<file path="src/rtl/cpu_lsu_pkg.sv">
// cpu_lsu_pkg: shared types and widths for the load/store unit
package cpu_lsu_pkg;
  typedef enum logic [1:0] {S_IDLE, S_ACCESS, S_RESP} state_t;
  localparam int MEM_AW_DEF = 10;
  localparam int XLEN = 32;
  localparam int REG_AW = 5;
endpackage

</file>
<file path="src/rtl/cpu_lsu_addr_check.sv">
// cpu_lsu_addr_check: byte-address range check and word index; CPU_LSU_ALIGN_CHECK_EN adds alignment check
module cpu_lsu_addr_check
  import cpu_lsu_pkg::*;
#(
  parameter int MEM_AW = MEM_AW_DEF
) (
  input  logic [XLEN-1:0]   i_addr,
  output logic [MEM_AW-1:0] o_idx,
  output logic              o_ok
);
  logic w_in_range;
  assign w_in_range = i_addr[XLEN-1:MEM_AW+2] == '0;
  assign o_idx = i_addr[MEM_AW+1:2];
`ifdef CPU_LSU_ALIGN_CHECK_EN
  assign o_ok = w_in_range && (i_addr[1:0] == 2'b00);
`else
  logic w_unused;
  assign w_unused = ^i_addr[1:0];
  assign o_ok = w_in_range;
`endif
endmodule

</file>
<file path="src/rtl/cpu_lsu.sv">
// cpu_lsu: load/store unit, IDLE->ACCESS->RESP sequencer (alignment check via CPU_LSU_ALIGN_CHECK_EN)
module cpu_lsu
  import cpu_lsu_pkg::*;
#(
  parameter int MEM_AW = MEM_AW_DEF
) (
  input  logic              clk,
  input  logic              reset,
  input  logic              req_valid,
  output logic              req_ready,
  input  logic              req_store,
  input  logic [XLEN-1:0]   req_addr,
  input  logic [XLEN-1:0]   req_wdata,
  input  logic [REG_AW-1:0] req_rd,
  output logic [MEM_AW-1:0] mem_addr,
  output logic              mem_writeen,
  output logic [XLEN-1:0]   mem_writeint,
  input  logic [XLEN-1:0]   mem_RD,
  output logic              wb_writeen,
  output logic [REG_AW-1:0] wb_addrw,
  output logic [XLEN-1:0]   wb_writeint,
  output logic              done,
  output logic              fault
);
  state_t            r_state;
  logic              r_store, r_fault;
  logic [MEM_AW-1:0] r_addr;
  logic [XLEN-1:0]   r_wdata, r_data;
  logic [REG_AW-1:0] r_rd;
  logic              w_ok, w_accept;
  logic [MEM_AW-1:0] w_idx;

  cpu_lsu_addr_check #(.MEM_AW(MEM_AW)) u_chk (
    .i_addr(req_addr),
    .o_idx (w_idx),
    .o_ok  (w_ok)
  );

  assign req_ready    = r_state == S_IDLE;
  assign w_accept     = req_valid && req_ready;
  assign mem_addr     = r_addr;
  assign mem_writeen  = (r_state == S_ACCESS) && r_store;
  assign mem_writeint = r_wdata;
  assign done         = r_state == S_RESP;
  assign fault        = done && r_fault;
  assign wb_writeen   = done && !r_fault && !r_store && (r_rd != '0);
  assign wb_addrw     = r_rd;
  assign wb_writeint  = r_data;

  // Sequence one request: latch on accept, access memory, then report.
  always_ff @(posedge clk or posedge reset) begin
    if (reset) begin
      r_state <= S_IDLE;
      r_store <= 1'b0;
      r_fault <= 1'b0;
      r_addr  <= '0;
      r_wdata <= '0;
      r_data  <= '0;
      r_rd    <= '0;
    end else begin
      unique case (r_state)
        S_IDLE: if (w_accept) begin
          r_store <= req_store;
          r_wdata <= req_wdata;
          r_rd    <= req_rd;
          r_fault <= !w_ok;
          if (w_ok) r_addr <= w_idx;
          r_state <= w_ok ? S_ACCESS : S_RESP;
        end
        S_ACCESS: begin
          if (!r_store) r_data <= mem_RD;
          r_state <= S_RESP;
        end
        default: r_state <= S_IDLE;
      endcase
    end
  end
endmodule

</file>
<file path="config.mk">
export PLATFORM = sky130hd
export DESIGN_NAME = cpu_lsu
export DESIGN_NICKNAME = d
export VERILOG_FILES = /design/src/rtl/cpu_lsu_pkg.sv /design/src/rtl/cpu_lsu_addr_check.sv /design/src/rtl/cpu_lsu.sv
export SDC_FILE = /design/constraint.sdc
export NUM_CORES = 1
export LEC_CHECK = 0
export CAP_MARGIN = 20
export CORE_UTILIZATION = 38
export DETAILED_ROUTE_END_ITERATION = 8
export GPL_TIMING_DRIVEN = 1
export PLACE_DENSITY = 0.81
export SYNTH_ARGS = -nofsm -noshare
export SYNTH_HDL_FRONTEND = slang
export SYNTH_SLANG_ARGS = --single-unit
</file>
<file path="constraint.sdc">
create_clock -name clk -period 3.8 [get_ports clk]
set_clock_uncertainty 0.15 [all_clocks]
set_input_delay 0.76 -clock clk [delete_from_list [all_inputs] [get_ports clk]]
set_output_delay 0.76 -clock clk [all_outputs]
set_load 0.005 [all_outputs]
</file>
==> impl_metrics.tcl <==
set metrics [dict create \
    slew_headroom 0.574 \
    synthAdderAreaFrac 0 \
    tightest_slew_ps 639 \
    muxShareOfSynthArea 0.280 \
    hold_path_startpoint "mem_addr[4]" \
    postSynthCellCount 202 \
    drt_iter0_drc 43 \
    cp_cell_sequence "nor2b_1 > nor4b_1 > clkdlybuf4s50_1" \
    cts.sinks 83 \
    drc 0 \
    grt_max_degree 49 \
    crit_path_end_kind "output pin" \
    period_share 0.737 \
    synth_xor_area_frac 0 \
    wl_per_cell_um 15.0 \
    first_global_vias 2439 \
    num_rows 33 \
    rsz0062_at_grt "false" \
    reg2reg_slack_ps 2040 \
    p_leak_nw 2.35 \
    diodes 0 \
    whs_ps 337 \
    placed_cell_area_um2 5230 \
    syn_area_per_cell_um2 15.9 \
    numPortBuffers 186 \
    cts-htree-levels 3 \
    final_cells 506 \
    cpPeakStageDelay_ps 570 \
    num_vias 2383 \
    cts_tree "done" \
    grt_overflow_total 0 \
    whs_path_depth 1 \
    clk_latency_ps 330 \
    r2r_cells 3 \
    via_per_inst 4.71 \
    num-nets-final 501 \
    yosysUniqueCellTypes 19 \
    cts-buffers-inserted 9 \
    p_total_mw 2.03 \
    wirelength_um 7570 \
    syn_to_final_growth_pct 69.4 \
    p_clk_frac 0.346 \
    finalCriticalPeriod_ps 2800 \
    setup_viol 0 \
    ys_seq_elements 83 \
    ys_warn_count 0 \
    core_area_um2 8220 \
    combPwrFrac 0.171 \
    dieArea_um2 8840 \
    grt_pass1_wl_um 11700 \
    die_w_um 94.0 \
    swShare 0.217 \
    start_util 0.392 \
    outcome "finished, final reports clean" \
    synth_fp_nets 307 \
    hp-class "reg2reg" \
    cts_root_buffer "clkbuf_8" \
    clk_pin_slew_ps 80 \
    cap_violations 0 \
    syn_area_um2 3220 \
    crit_type "reg2out" \
    setup-tns-final_ps 0 \
    ant_nets 0 \
    r2r_end "wb_writeint[31]" \
    critical-path-slowest-cell "clkdlybuf4s50_1" \
    ys_seq_area_frac 0.645 \
    utilization 0.664 \
    die_h_um 94.0 \
    drive_gt1_frac 0.234 \
    io_pins 189 \
    stdcell_area_um2 5450 \
    synth_compound_area_frac 0 \
    cp.required_ps 2890 \
    grt_usage 0.173 \
    hold_buffers 0 \
    setup_slack_ps 1000 \
    cts_resized 0 \
    hold_path_end "mem_addr[4]" \
    worstPathArrival_ps 1890 \
    placedCellCount 490 \
    p_seq_frac 0.483 \
    reg2reg_from "r_state[0]" \
    place_ws_ps 1140 \
    p_int_mw 1.59 \
    hpwl_um 5860 \
    synth_top_family_by_area "multiplexers" \
    slew_viol_final 0 \
    post_cts_buffers 0 \
    power.switching_uw 439 \
    finalWeightedCongestion 0.785 \
    irDropWorstVdd_mv 0.193 \
    clockBufferDepth 2 \
    finalHoldViolCount 0 \
    max_freq_mhz 357 \
    antenna_found_initial 0 \
    cp_max_fo 6 \
    synth-simple-area-share 0.0579 \
    powerDensity_nw_per_um2 371 \
    firstDrtPassIters 3 \
    cp-start-kind "flip-flop" \
]
critical path, delay by kind of cell, from the launching register on:
| family | cells | cell delay (ps) |
|---|---|---|
| buffers and inverters | 1 | 570 |
| DFF | 1 | 520 |
| and+or+nand+nor | 2 | 470 |
power by group through the flow:
stage / Combinational (mW) / Clock, mW / Sequential [mW]
floorplan: 0.0900 / 0 / 0.997
CTS: 0.354 / 0.726 / 0.980
global placement: 0.346 / 0 / 0.993
finish: 0.347 / 0.700 / 0.978
global route: 0.372 / 0.758 / 0.986
detailed placement: 0.352 / 0 / 0.997
metal layers:
layer | up-vias | wire length, um | global-route usage
met5 | - | 0 | 0
met4 | 0 | 59 | 0.0731
met3 | 5 | 635 | 0.0485
met2 | 106 | 3930 | 0.297
met1 | 1157 | 2950 | 0.203
li1 | 1115 | - | -
worst max-delay path by stage:
stage | start | end | slack (ps) | depth (start not counted)
floorplan | reset | mem_addr[0] | 750 | 1
global placement | req_addr[30] | mem_addr[8] | 1190 | 6
detailed placement | req_addr[30] | mem_addr[8] | 1140 | 6
CTS | r_state[1] | wb_writeen | 950 | 3
global route | r_state[1] | wb_writeen | 830 | 3
finish | r_state[1] | wb_writeen | 1000 | 3
state kept, by name, indices dropped and copies added (netlist names):
register      count
wb_writeint      32
mem_writeint     32
mem_addr         10
r_state           2
r_fault           1
r_store           1
wb_addrw          5
cells in the mapped netlist:
master	instances	area share
and2_1	1	0.0019
and3_1	1	0.0019
and3b_1	1	0.0027
and4_1	1	0.0027
buf_2	4	0.0062
buf_4	4	0.0093
dfrtp_1	83	0.65
inv_1	1	0.0012
mux2_1	9	0.031
mux2_2	71	0.25
nand2_1	1	0.0012
nand3_1	2	0.0031
nor2_1	6	0.0070
nor2b_1	1	0.0019
nor3_1	2	0.0031
nor3b_2	2	0.0078
nor4_1	10	0.019
nor4b_1	1	0.0027
or4_1	1	0.0023
cell usage in the layout (no fill, tap or decap):
cell             instances
and2_1                   1
clkinv_2                 1
buf_4                    4
and3b_1                  1
nor4b_1                  1
mux2_2                  71
clkdlybuf4s50_1        186
mux2_1                   9
or4_1                    1
nor3_1                   2
clkbuf_1                 1
nor2b_1                  1
bufinv_16                2
clkbuf_8                10
buf_12                   1
clkinv_4                 3
and3_1                   1
and4_1                   1
nor3b_4                  2
nand2_1                  1
nor4_1                  10
nor2_1                   6
dfrtp_1                 83
nand3_1                  2
cell families (layout without fill, tap and decap cells):
kind of cell,after synthesis,count (layout)
mux,80,80
buf+inv,9,208
simple gates,30,30
flops,83,83
layout make-up:
class	instances	area, um^2
Clock buffer	11	141
Clock inverter	5	86.3
Fill cell	645	2760
Inverter	1	5.00
Multi-Input combinational cell	110	1100
Sequential cell	83	2080
Tap cell	105	131
Timing Repair Buffer	191	1910
Power figures use the tool's default switching activity.
